[config.mk]
export PLATFORM = sky130hd
export DESIGN_NAME = adder_ctrl_flat
export DESIGN_NICKNAME = d
export VERILOG_FILES = /design/src/rtl/adder_pkg.sv /design/src/rtl/adder_ctrl_if.sv /design/src/rtl/adder_slice.sv /design/src/rtl/adder_ctrl.sv /design/src/flat_wrapper.sv
export SDC_FILE = /design/constraint.sdc
export NUM_CORES = 1
export LEC_CHECK = 0
export ABC_AREA = 1
export CORE_AREA = 2 2 112 114
export CTS_CLUSTER_SIZE = 12
export DETAILED_ROUTE_END_ITERATION = 10
export DIE_AREA = 0 0 114 116
export GPL_ROUTABILITY_DRIVEN = 0
export HOLD_SLACK_MARGIN = 0.08
export PLACE_DENSITY = 0.73
export SETUP_SLACK_MARGIN = 0.15
export SYNTH_ARGS = -nofsm -noshare
export SYNTH_HDL_FRONTEND = slang
export SYNTH_SLANG_ARGS = --single-unit
[constraint.sdc]
create_clock -name ACLK -period 6 [get_ports ACLK]
set_input_delay 1.2 -clock ACLK [delete_from_list [all_inputs] [get_ports ACLK]]
set_output_delay 1.2 -clock ACLK [all_outputs]
set_load 0.005 [all_outputs]
[src/rtl/adder_pkg.sv]
// Shared types and sizing helpers for the adder peripheral sequencing controller.
package adder_pkg;

  localparam int unsigned DATA_W_DEF  = 32;
  localparam int unsigned CHUNK_W_DEF = 8;

  typedef enum logic [1:0] {
    ST_IDLE     = 2'd0,
    ST_EXEC     = 2'd1,
    ST_WRITE    = 2'd2,
    ST_WAIT_CLR = 2'd3
  } adder_ctrl_state_t;

  function automatic int unsigned calc_nch(input int unsigned data_w, input int unsigned chunk_w);
    return data_w / chunk_w;
  endfunction

  // Slice counter width; a single-slice add still gets a 1-bit counter.
  function automatic int unsigned calc_cnt_w(input int unsigned data_w, input int unsigned chunk_w);
    int unsigned nch;
    nch = data_w / chunk_w;
    return (nch > 32'd1) ? 32'($clog2(nch)) : 32'd1;
  endfunction

endpackage

[src/rtl/adder_ctrl_if.sv]
// Register-file datapath bundle between the register file and the adder controller.
interface adder_ctrl_if
  import adder_pkg::*;
#(
  parameter int unsigned DATA_W = DATA_W_DEF
);

  logic              i_start;
  logic [DATA_W-1:0] i_r0;
  logic [DATA_W-1:0] i_r1;
  logic [DATA_W-1:0] o_busr;
  logic              o_enable_ctrl_write;
  logic              o_carry;
  logic              o_ovf;
  logic              o_busy;

  // Controller side.
  modport master (
    input  i_start, i_r0, i_r1,
    output o_busr, o_enable_ctrl_write, o_carry, o_ovf, o_busy
  );

  // Register-file side.
  modport slave (
    output i_start, i_r0, i_r1,
    input  o_busr, o_enable_ctrl_write, o_carry, o_ovf, o_busy
  );

endinterface

[src/rtl/adder_slice.sv]
// Combinational CHUNK_W-bit adder slice with carry-in and carry-out.
module adder_slice
  import adder_pkg::*;
#(
  parameter int unsigned CHUNK_W = CHUNK_W_DEF
) (
  input  logic [CHUNK_W-1:0] a_i,
  input  logic [CHUNK_W-1:0] b_i,
  input  logic               cin_i,
  output logic [CHUNK_W-1:0] sum_c_o,
  output logic               cout_c_o
);

  assign {cout_c_o, sum_c_o} = (CHUNK_W+1)'(a_i) + (CHUNK_W+1)'(b_i) + (CHUNK_W+1)'(cin_i);

endmodule

[src/rtl/adder_ctrl.sv]
// Adder sequencing controller: latches operands on start, adds them slice by slice
// with a registered carry, writes the sum back with a one-cycle strobe, re-arms on start low.
module adder_ctrl
  import adder_pkg::*;
#(
  parameter int unsigned DATA_W  = DATA_W_DEF,
  parameter int unsigned CHUNK_W = CHUNK_W_DEF
) (
  input  logic         ACLK,
  input  logic         ARST,
  adder_ctrl_if.master bus
);

  localparam int unsigned      NCH      = calc_nch(DATA_W, CHUNK_W);
  localparam int unsigned      CNT_W    = calc_cnt_w(DATA_W, CHUNK_W);
  localparam logic [CNT_W-1:0] LAST_CNT = CNT_W'(NCH - 1);

  typedef logic [CHUNK_W-1:0] chunk_t;

  adder_ctrl_state_t state_q, state_d;
  logic [CNT_W-1:0]  cnt_q, cnt_d;
  logic              carry_q, carry_d;
  chunk_t            a_q [NCH];
  chunk_t            a_d [NCH];
  chunk_t            b_q [NCH];
  chunk_t            b_d [NCH];
  chunk_t            sum_q [NCH];
  chunk_t            sum_d [NCH];
  chunk_t            r0_sl [NCH];
  chunk_t            r1_sl [NCH];
  logic [DATA_W-1:0] sum_full_c;

  logic [DATA_W-1:0] busr_q, busr_d;
  logic              wr_q, wr_d;
  logic              cout_q, cout_d;
  logic              ovf_q, ovf_d;
  logic              busy_q, busy_d;

  chunk_t            a_cur_c, b_cur_c, slice_sum_c;
  logic              slice_cout_c;

  // Slice views of the operand inputs and the assembled next-state sum.
  for (genvar g = 0; g < NCH; g++) begin : g_slices
    assign r0_sl[g]                         = bus.i_r0[g*CHUNK_W +: CHUNK_W];
    assign r1_sl[g]                         = bus.i_r1[g*CHUNK_W +: CHUNK_W];
    assign sum_full_c[g*CHUNK_W +: CHUNK_W] = sum_d[g];
  end

  assign a_cur_c = a_q[cnt_q];
  assign b_cur_c = b_q[cnt_q];

  adder_slice #(.CHUNK_W(CHUNK_W)) u_slice (
    .a_i      (a_cur_c),
    .b_i      (b_cur_c),
    .cin_i    (carry_q),
    .sum_c_o  (slice_sum_c),
    .cout_c_o (slice_cout_c)
  );

  always_comb begin
    sum_d = sum_q;
    if (state_q == ST_EXEC) begin
      sum_d[cnt_q] = slice_sum_c;
    end
  end

  always_comb begin
    state_d = state_q;
    cnt_d   = cnt_q;
    carry_d = carry_q;
    a_d     = a_q;
    b_d     = b_q;
    busr_d  = busr_q;
    cout_d  = cout_q;
    ovf_d   = ovf_q;

    case (state_q)
      ST_IDLE: begin
        if (bus.i_start) begin
          a_d     = r0_sl;
          b_d     = r1_sl;
          carry_d = 1'b0;
          cnt_d   = '0;
          state_d = ST_EXEC;
        end
      end
      ST_EXEC: begin
        carry_d = slice_cout_c;
        cnt_d   = cnt_q + CNT_W'(1);
        if (cnt_q == LAST_CNT) begin
          // Top slice is in flight, so its sum MSB is the result's sign bit.
          cnt_d   = '0;
          busr_d  = sum_full_c;
          cout_d  = slice_cout_c;
          ovf_d   = (a_cur_c[CHUNK_W-1] == b_cur_c[CHUNK_W-1]) &&
                    (slice_sum_c[CHUNK_W-1] != a_cur_c[CHUNK_W-1]);
          state_d = ST_WRITE;
        end
      end
      ST_WRITE: begin
        state_d = ST_WAIT_CLR;
      end
      ST_WAIT_CLR: begin
        if (!bus.i_start) begin
          state_d = ST_IDLE;
        end
      end
      default: begin
        state_d = ST_IDLE;
      end
    endcase

    wr_d   = (state_d == ST_WRITE);
    busy_d = (state_d == ST_EXEC) || (state_d == ST_WRITE);
  end

  always_ff @(posedge ACLK or posedge ARST) begin
    if (ARST) begin
      state_q <= ST_IDLE;
      cnt_q   <= '0;
      carry_q <= 1'b0;
      a_q     <= '{default: '0};
      b_q     <= '{default: '0};
      sum_q   <= '{default: '0};
      busr_q  <= '0;
      wr_q    <= 1'b0;
      cout_q  <= 1'b0;
      ovf_q   <= 1'b0;
      busy_q  <= 1'b0;
    end else begin
      state_q <= state_d;
      cnt_q   <= cnt_d;
      carry_q <= carry_d;
      a_q     <= a_d;
      b_q     <= b_d;
      sum_q   <= sum_d;
      busr_q  <= busr_d;
      wr_q    <= wr_d;
      cout_q  <= cout_d;
      ovf_q   <= ovf_d;
      busy_q  <= busy_d;
    end
  end

  assign bus.o_busr              = busr_q;
  assign bus.o_enable_ctrl_write = wr_q;
  assign bus.o_carry             = cout_q;
  assign bus.o_ovf               = ovf_q;
  assign bus.o_busy              = busy_q;

endmodule

[src/flat_wrapper.sv]
// flat-port wrapper written by rule: the top's interface ports become plain ports
module adder_ctrl_flat import adder_pkg::*;
#(
  parameter int unsigned DATA_W  = DATA_W_DEF,
  parameter int unsigned CHUNK_W = CHUNK_W_DEF
)
  (ACLK, ARST, bus_i_start, bus_i_r0, bus_i_r1, bus_o_busr, bus_o_enable_ctrl_write, bus_o_carry, bus_o_ovf, bus_o_busy);
  adder_ctrl_if #(.DATA_W(DATA_W)) bus_i ();
  input  logic ACLK;
  input  logic ARST;
  input wire logic [$bits(bus_i.i_start)-1:0] bus_i_start;
  input wire logic [$bits(bus_i.i_r0)-1:0] bus_i_r0;
  input wire logic [$bits(bus_i.i_r1)-1:0] bus_i_r1;
  output wire logic [$bits(bus_i.o_busr)-1:0] bus_o_busr;
  output wire logic [$bits(bus_i.o_enable_ctrl_write)-1:0] bus_o_enable_ctrl_write;
  output wire logic [$bits(bus_i.o_carry)-1:0] bus_o_carry;
  output wire logic [$bits(bus_i.o_ovf)-1:0] bus_o_ovf;
  output wire logic [$bits(bus_i.o_busy)-1:0] bus_o_busy;
  assign bus_i.i_start = bus_i_start;
  assign bus_i.i_r0 = bus_i_r0;
  assign bus_i.i_r1 = bus_i_r1;
  assign bus_o_busr = bus_i.o_busr;
  assign bus_o_enable_ctrl_write = bus_i.o_enable_ctrl_write;
  assign bus_o_carry = bus_i.o_carry;
  assign bus_o_ovf = bus_i.o_ovf;
  assign bus_o_busy = bus_i.o_busy;
  adder_ctrl #(.DATA_W(DATA_W), .CHUNK_W(CHUNK_W)) u_core (.ACLK(ACLK), .ARST(ARST), .bus(bus_i));
endmodule
# After elaboration in Yosys (flattened, before gate mapping)
# Cells that the tools add are included.
classes:
  n_bitwise: 1
  n_reduce_logical: 8
  n_eq_ne: 9
  n_addsub: 3
  mux: 19
  order_cmp: 2
ops:
  columns: ["cell", "n"]
  rows:
  - ["two-way mux 8 bit", 5]
  - ["binary-select mux 8 bit (select 2 bit)", 2]
  - ["bitwise mux 32 bit", 1]
  - ["two-way mux 32 bit", 1]
  - ["demux 8 bit (select 2 bit)", 1]
  - ["two-way mux 2 bit", 5]
  - ["adder 8 x 8 -> 9 bit", 1]
  - ["adder 9 x 1 -> 9 bit", 1]
  - ["equality test 2 bit, second input constant", 4]
  - ["one-hot mux 2 bit (4 select lines)", 1]
  - ["AND reduction 2 bit", 3]
  - ["equality test 2 x 1 -> 1 bit, second input constant", 2]
  - ["one-hot mux 2 bit (2 select lines)", 1]
  - ["greater-or-equal comparator 3 bit, second input constant", 1]
  - ["less-than comparator 3 x 1 -> 1 bit, second input constant", 1]
  - ["NOT 2 -> 3 bit", 1]
  - ["adder 2 x 1 -> 2 bit, second input constant", 1]
  - ["logical AND 1 bit", 2]
  - ["zero test 2 bit", 1]
  - ["!= test 2 bit, second input constant", 1]
  - ["one-hot mux 1 bit (2 select lines)", 1]
  - ["nonzero test 2 bit", 1]
  - ["equality test 1 bit", 1]
  - ["logical OR 1 bit", 1]
  - ["2 further kinds", 2]
totals:
  inputBits: 67
  output_inout_bits: 36
  word_cells: 62
  regBits: 137

# Depth between registers and ports, before layout
# Gate-level depths: netlist of the first run.
depth:
  depth_word: 8
  mapped_depth: 14
  depth_no_buf: 13

# Hierarchy
# A second synthesis of the first run with hierarchy kept.
unflattened:
  hier_cells: 698
  area_unflattened_um2: 5761.8
by_module_without_submodules:
  columns: ["module", "cells_each", "instances", "area_per_inst_um2"]
  rows:
  - ["adder_ctrl", 639, 1, 5415.2]
  - ["adder_slice", 59, 1, 346.6]

# Worst setup path before layout of the first run
# Ideal clock, no wire load.
synth_path:
  path_type: "register -> register"
  startpoint: "register u_core.cnt_q[0]"
  endpoint: "register u_core.busr_q[12] (netlist: u_core.bus.o_busr[12])"
  arrival_time_ns: 2.576
  path_stages_with_launch: 14
  slack_ns: 3.307
  path_cell_list: "dfrtp_1 > clkinv_1 > clkbuf_1 > nor2_1 > o22ai_1 > fa_1 > fa_1 > nand3_1 > nand2_1 > or2_2 > nand2_1 > nand2_1 > nand3_1 > nand2_1"
synth_between:
  elab_chain_cells: 8
  elab_cells_between_ends: 18
synth_lines:
  columns: ["element", "line_no", "rtl"]
  rows:
  - ["start, declared", "adder_ctrl.sv:21", "logic [CNT_W-1:0] cnt_q, cnt_d;"]
  - ["start signal, assigned", "adder_ctrl.sv:132", "cnt_q <= cnt_d;"]
  - ["NOT 2 -> 3 bit (implied by the code)", "adder_ctrl.sv:49, adder_ctrl.sv:50, adder_ctrl.sv:63", null]
  - ["binary-select mux 8 bit (select 2 bit) (on tied branches)", "adder_ctrl.sv:49, adder_ctrl.sv:50", null]
  - ["two-way mux 8 bit (on tied branches) (2 in a row)", "adder_ctrl.sv:49, adder_ctrl.sv:50", null]
  - ["adder 8 x 8 -> 9 bit", "adder_slice.sv:14", "assign {cout_c_o, sum_c_o} = (CHUNK_W+1)'(a_i) + (CHUNK_W+1)'(b_i) + (CHUNK_W+1)'(cin_i);"]
  - ["adder 9 x 1 -> 9 bit", "adder_slice.sv:14", null]
  - ["bitwise mux 32 bit", "adder_ctrl.sv:63", "sum_d[cnt_q] = slice_sum_c;"]
  - ["two-way mux 32 bit", "adder_ctrl.sv:62", "if (state_q == ST_EXEC) begin"]
  - ["end signal, assigned", "adder_ctrl.sv:137", "busr_q <= busr_d;"]
  - ["end, declared", "adder_ctrl.sv:33", "logic [DATA_W-1:0] busr_q, busr_d;"]
# Parallel ways exist; a longest one is shown, timed or not. The select of a mux whose other input is x is not followed.
# A chain may end at the register's enable or synchronous reset.

# Worst setup path after layout of the first run
layout_path:
  startpoint: "register u_core.cnt_q[0]"
  endpoint: "register u_core.busr_q[4] (netlist: u_core.bus.o_busr[4])"
# Same word-level chain as after synthesis.

==> run metrics, run 1 <==
initial antenna violation count=0; n_diodes=0; CP max-delay cell=clkinv_1; final core utilization=63.7%; CP endpoint kind=flip-flop; multiplexer share of the synthesized area=12.2%; Starting Density=49.5%; Design Power=a little under 5 mW; clk buf depth=2; sequential share of the synthesized area=54.8%; xor and xnor fraction of the mapped netlist area=0.149%; CP most frequent cell=nand2_1; WP buf/inv=1; # setup viols final=0; worst setup path category=flip-flop to flip-flop; CTS resizes=0; Pwr per Cell Area=about 650 mW/mm2; area fraction of the dominant cell type after synthesis=54.8%; post-synth top area cell=dfrtp_1; Max Cap Viol=0; Post-Syn Area per Cell=10.3 um2; Max-slew headroom=30.4%; status=completed; maximum clock rate=222 MHz; Post-Syn Nets=651; Setup Skew=between 0.01 and 0.015 ns; Synth area leaders=dfrtp_1 55%, mux2_2 12%, nand2_1 9.1%, o21ai_0 3.4%, nand3_1 3.1%; die width=114 um; layout cells sized above 1=17.7%; clock-pin slew on the worst setup and hold paths=0.05 ns; Worst Max-Slew Pin Slew=around 1.0 ns; RSZ-0062 raised after global routing=false; first-pass GRT wire length=between 20000 and 25000 um; 1st-iter DRT viols=300; CP max stage delay=~1.1 ns; Ports=between 100 and 150; FF+latch count, synth=129; clk root buf=clkbuf_16; vias per cell=5.30; Synth Area in Simple Gates=18.4%; antenna-violating nets left=0; Post-CTS Setup Inserts=0; Die Area=0.0132 mm2; dpl hpwl=8840 um; All-Layer GR Usage=20.8%; vias in the first global route=4391; total clock sinks=129; final setup TNS=0 ns; async set-reset flop share out of synthesis=between 90% and 100%; Layout area overhead=28.7%; CTS tree=done; Die H=116 um; Req. time, crit path=6.30 ns; VDD IR-drop max=0.308 mV; # nets final=750; Overflow after GRT=0; Total Wirelength=12800 um; CTS H-tree lvls=4; TritonRoute pass-1 iters=5; top_reg_cell synth=dfrtp_1; critical-path maximum fanout=36; number of port buffers=~100; Hold Fails Final Rpt=0; most frequent cells after synthesis=143 x nand2_1, 129 x dfrtp_1, 64 x mux2_2, 40 x o21ai_0, 36 x nand3_1; Synth Warn #=0; hold_buf cts=0; CP Launch Type=flip-flop; CP top delay family=buffers and inverters; Fin Hold WS=0.475 ns; Final min period=4.50 ns; met2 Use GR=33.3%; Hold Path Class=flip-flop to flip-flop; Avg WL per Cell=roughly 15 um; synth unique cells=28; Worst-Skew Late Latency=0.41 ns; CTS Buf Count=17; most frequent cell after synthesis=nand2_1; pins over their slew limit=0; main combinational cell family by area after synthesis=simple AND/OR/NAND/NOR gates; adder-cell share of the synthesized area=3.23%; largest net degree at the start of global routing=74; register area=0.00323 mm2; Pleak=3.51 nW; num rows=40; FILL cells=945; Multi-input gate area=approximately 0.0024 mm2; Post-Syn Area=0.00590 mm2; gr busiest metal=met2; Post-Synthesis Cells=570; DRC errors left=0; Final Cycle Share=between 70 and 80%; EDFF count, synth=0; cells along the critical path=clkinv_1, o21ai_0, o22ai_1, fa_1, fa_1, nand3_1, nand2_1, or2_2, nand2_1, nand2_1, nand3_1, nand2_1; core area=0.0119 mm2; Data arrival, critical path=4.80 ns; Compound-Gate Fraction of Synth Area=under 10%; via count=4397; met3 GRT Util=5.33%; GR Util met1=between 20% and 30%
[worst register-to-register path: stages, from the launching register on]
cell and delay [ns]:
dfrtp_1 1.03, clkinv_1 1.06, o21ai_0 0.44, o22ai_1 0.15, fa_1 0.45, fa_1 0.42
nand3_1 0.10, nand2_1 0.10, or2_2 0.29, nand2_1 0.15, nand2_1 0.07, nand3_1 0.07
nand2_1 0.05
[registers in the layout, indices dropped and copies added (netlist names)]
signal,flops
u_core.a_q,32
u_core.b_q,32
u_core.bus.o_busr,32
u_core.bus.o_busy,1
u_core.bus.o_carry,1
u_core.bus.o_enable_ctrl_write,1
u_core.bus.o_ovf,1
u_core.carry_q,1
u_core.cnt_q,2
u_core.state_q,2
u_core.sum_q,24
[path summary, 6_finish.rpt]
check                                                  startpoint                                 to  slack [ns]  depth (start not counted)
worst max-delay path                  u_core.cnt_q[0]$_DFFE_PP0P_   u_core.bus.o_busr[4]$_DFFE_PP0P_        1.50                         12
worst min-delay path            u_core.bus.o_busr[21]$_DFFE_PP0P_  u_core.bus.o_busr[21]$_DFFE_PP0P_        0.47                          2
worst max register to register        u_core.cnt_q[0]$_DFFE_PP0P_   u_core.bus.o_busr[4]$_DFFE_PP0P_        1.50                         12
worst min register to register  u_core.bus.o_busr[21]$_DFFE_PP0P_  u_core.bus.o_busr[21]$_DFFE_PP0P_        0.47                          2
max in group asynchronous                                    ARST  u_core.bus.o_busr[19]$_DFFE_PP0P_        3.98                          3
min in group asynchronous                                    ARST         u_core.b_q[17]$_DFFE_PP0P_        1.34                          3
[per-stage QoR]
stage | area [um2] | worst slack (ns) | cells
3_5_place_dp | 6930 | 1.53 | 797
3_3_place_gp | 6930 | 1.65 | 797
2_1_floorplan | 5900 | 1.36 | 570
5_1_grt | 7590 | 1.17 | 829
6_report | 7590 | 1.50 | 829
4_1_cts | 7590 | 1.51 | 829
[cells by family after synthesis]
kind of cell | count (synthesis)
buffers and inverters | 49
and+or+nand+nor | 246
xor gates and xnor gates | 1
muxes | 64
AOI/OAI and AO/OA | 67
DFF | 129
adders and majority gates | 14
[placed cells by master, fill, tap and decap left out, types with 10 or more instances in the layout]
cell             count
nand2_1            142
dfrtp_1            129
clkdlybuf4s50_1    102
mux2_2              64
o21ai_0             40
nand3_1             36
nor2_1              33
clkbuf_16           17
inv_1               16
o22ai_1             15
ha_1                12
or2_2               11
and2_1              10
[power by group]
group          internal [mW]  total (mW)  switching (mW)
sequential              1.31        1.57           0.261
clock                  0.768        1.13           0.360
combinational          0.993        2.27            1.28
total                   3.07        4.97            1.90
[final cells by class]
class,count,share of cell area [%]
Multi-Input combinational cell,392,31.4
Clock buffer,22,6.25
Clock inverter,10,2.37
Tap cell,147,2.42
Sequential cell,129,42.5
Timing Repair Buffer,105,13.8
Inverter,24,1.29
[per-layer routing]
metal | part of all wire, % | vias up | wire length [um]
met5 | 0 | - | 0
met3 | 5.0 | 18 | 641
met1 | 46 | 2153 | 5840
met2 | 48 | 134 | 6130
met4 | 1.4 | 0 | 184
li1 | - | 2092 | -
Note: power is estimated with default switching activity, not from simulation.
==> inputs of run 2 (changes only) <==
- CORE_AREA: 2 2 112 114 -> 2 2 114 116
- DIE_AREA: 0 0 114 116 -> 0 0 116 118
- PLACE_DENSITY: 0.73 -> 0.74
- clock period: 6 -> 4 ns (I/O delays scaled with it)
==> run 2 against run 1 <==
- clock skew is 0.0041 ns lower
- critical path depth stayed put
- die area is 3.5% higher
- core utilization is 1.9 points lower
- sequential cell count stayed put
- highest routed layer unchanged
- total power is 52% higher
- largest power group unchanged
- hold slack better by 0.0047 ns
- global-route usage is 0.10 points lower
- fmax is 37% higher
- cell count is 3.1% higher
- sequential power is 49% higher
==> run metrics, run 2 (synthesis gave the netlist of run 1 again) <==
Max Cap Viol=0; cells along the critical path=inv_1, o21ai_0, o22ai_1, fa_1, fa_1, nand3_1, nand2_1, or2_2, nand2_1, nand2_1, nand3_1, nand2_1; maximum clock rate=305 MHz; Data arrival, critical path=~3.6 ns; Setup Skew=0.00710 ns; largest net degree at the start of global routing=68; via count=4467; Pwr per Cell Area=981 mW/mm2; CP Launch Type=flip-flop; critical path launch point=u_core.cnt_q[1]$_DFFE_PP0P_; Worst-Skew Late Latency=0.41 ns; final core utilization=61.8%; hold wc startpoint=u_core.bus.o_busr[28]$_DFFE_PP0P_; CTS H-tree lvls=4; Total Wirelength=between 10000 and 15000 um; 1st-iter DRT viols=271; initial antenna violation count=0; num rows=41; highest routed layer=met4; met2 wire len=6140 um; status=completed; All-Layer GR Usage=20.7%; Layout area overhead=30.1%; die width=116 um; placed cell area=approximately 0.007 mm2; Die H=118 um; number of port buffers=102; vias per cell=roughly 5.2; Hold Fails Final Rpt=0; Hold Path Class=flip-flop to flip-flop; Fin Hold WS=~0.48 ns; pins over their slew limit=0; R2R depth=12; Die Area=0.0137 mm2; core area=0.0124 mm2; CTS Buf Count=17; CP most frequent cell=nand2_1; vias in the first global route=4386; TritonRoute pass-1 iters=5; antenna-violating nets left=0; most frequent cells in the layout=142 x nand2_1, 129 x dfrtp_1, 102 x clkdlybuf4s50_1; DRC errors left=0; CP max stage delay=0.71 ns; R2R Setup Slk=roughly 0.72 ns; Worst Hold Path Cells=2; Starting Density=between 40% and 50%; WHS Endpoint=u_core.bus.o_busr[28]$_DFFE_PP0P_; worst r2r src=u_core.cnt_q[1]$_DFFE_PP0P_; final setup TNS=0 ns; Avg WL per Cell=15.4 um; VDD IR-drop max=0.374 mV; CTS tree=done; commonest non-fill, non-tap cell in the layout=nand2_1; CP max-delay cell=dfrtp_1; Ports=slightly above 100; Worst Max-Slew Pin Slew=around 0.63 ns; Max-slew headroom=57.7%; fin area=0.00767 mm2; clock-pin slew on the worst setup and hold paths=0.05 ns; Critical R2R Capture=u_core.bus.o_busr[4]$_DFFE_PP0P_; met3 wire len=738 um; worst setup path category=flip-flop to flip-flop; FILL cells=1028; clk buf depth=2; Post-CTS Setup Inserts=0; total clock sinks=129; Pleak=3.53 nW; Final min period=between 3 and 4 ns; clk root buf=clkbuf_16; CTS resizes=0; Req. time, crit path=4.30 ns; # nets final=752; critical-path maximum fanout=19; CP endpoint kind=flip-flop; layout cells sized above 1=a little under a fifth; n_diodes=0; dpl hpwl=9300 um; RSZ-0062 raised after global routing=false; # setup viols final=0; first-pass GRT wire length=22100 um; Final Cycle Share=81.9%; Overflow after GRT=0; hold_buf cts=0; DRT met1 WL=6050 um; Design Power=7.53 mW
==> run 2: worst max path at each step <==
stage,to
floorplan,u_core.bus.o_busr[12]$_DFFE_PP0P_
global placement,u_core.bus.o_busr[4]$_DFFE_PP0P_
detailed placement,u_core.bus.o_busr[4]$_DFFE_PP0P_
CTS,u_core.bus.o_busr[4]$_DFFE_PP0P_
global route,u_core.bus.o_busr[12]$_DFFE_PP0P_
finish,u_core.bus.o_busr[4]$_DFFE_PP0P_
==> run 2: where the power goes <==
group | total (mW) | internal (mW) | leakage, nW | switching, mW
sequential | 2.34 | 1.96 | 1.55 | 0.381
clock | 1.72 | 1.17 | 0.314 | 0.550
combinational | 3.47 | 1.51 | 1.66 | 1.96
total | 7.53 | 4.63 | 3.53 | 2.89
==> run 2: layout make-up <==
| class | instances | area [um2] | area share (%) |
|---|---|---|---|
| Tap cell | 172 | 215 | 2.81 |
| Clock buffer | 22 | 484 | 6.31 |
| Clock inverter | 9 | 178 | 2.32 |
| Timing Repair Buffer | 107 | 1080 | 14.1 |
| Multi-Input combinational cell | 392 | 2380 | 31.0 |
| Inverter | 24 | 98.8 | 1.29 |
| Sequential cell | 129 | 3230 | 42.1 |
==> run 2: metal layers <==
layer	global-route usage, %	vias up
met4	7.89	0
li1	-	2094
met5	0	-
met2	31.0	158
met3	4.58	22
met1	29.5	2193
==> run 2: per-stage QoR <==
step / setup WS (ns) / std cells
4_1_cts: 0.786 / 855
3_5_place_dp: 0.826 / 824
2_1_floorplan: 1.31 / 570
3_3_place_gp: 0.941 / 824
5_1_grt: 0.499 / 855
6_report: 0.724 / 855
==> run 2: worst max-delay path, delay by kind of cell, from the launching register on <==
kind / cells / cell delay, ns
adders and majority gates: 2 / 0.87
and+or+nand+nor: 7 / 0.85
DFF: 1 / 0.71
buffers and inverters: 1 / 0.44
AOI/OAI and AO/OA: 2 / 0.29
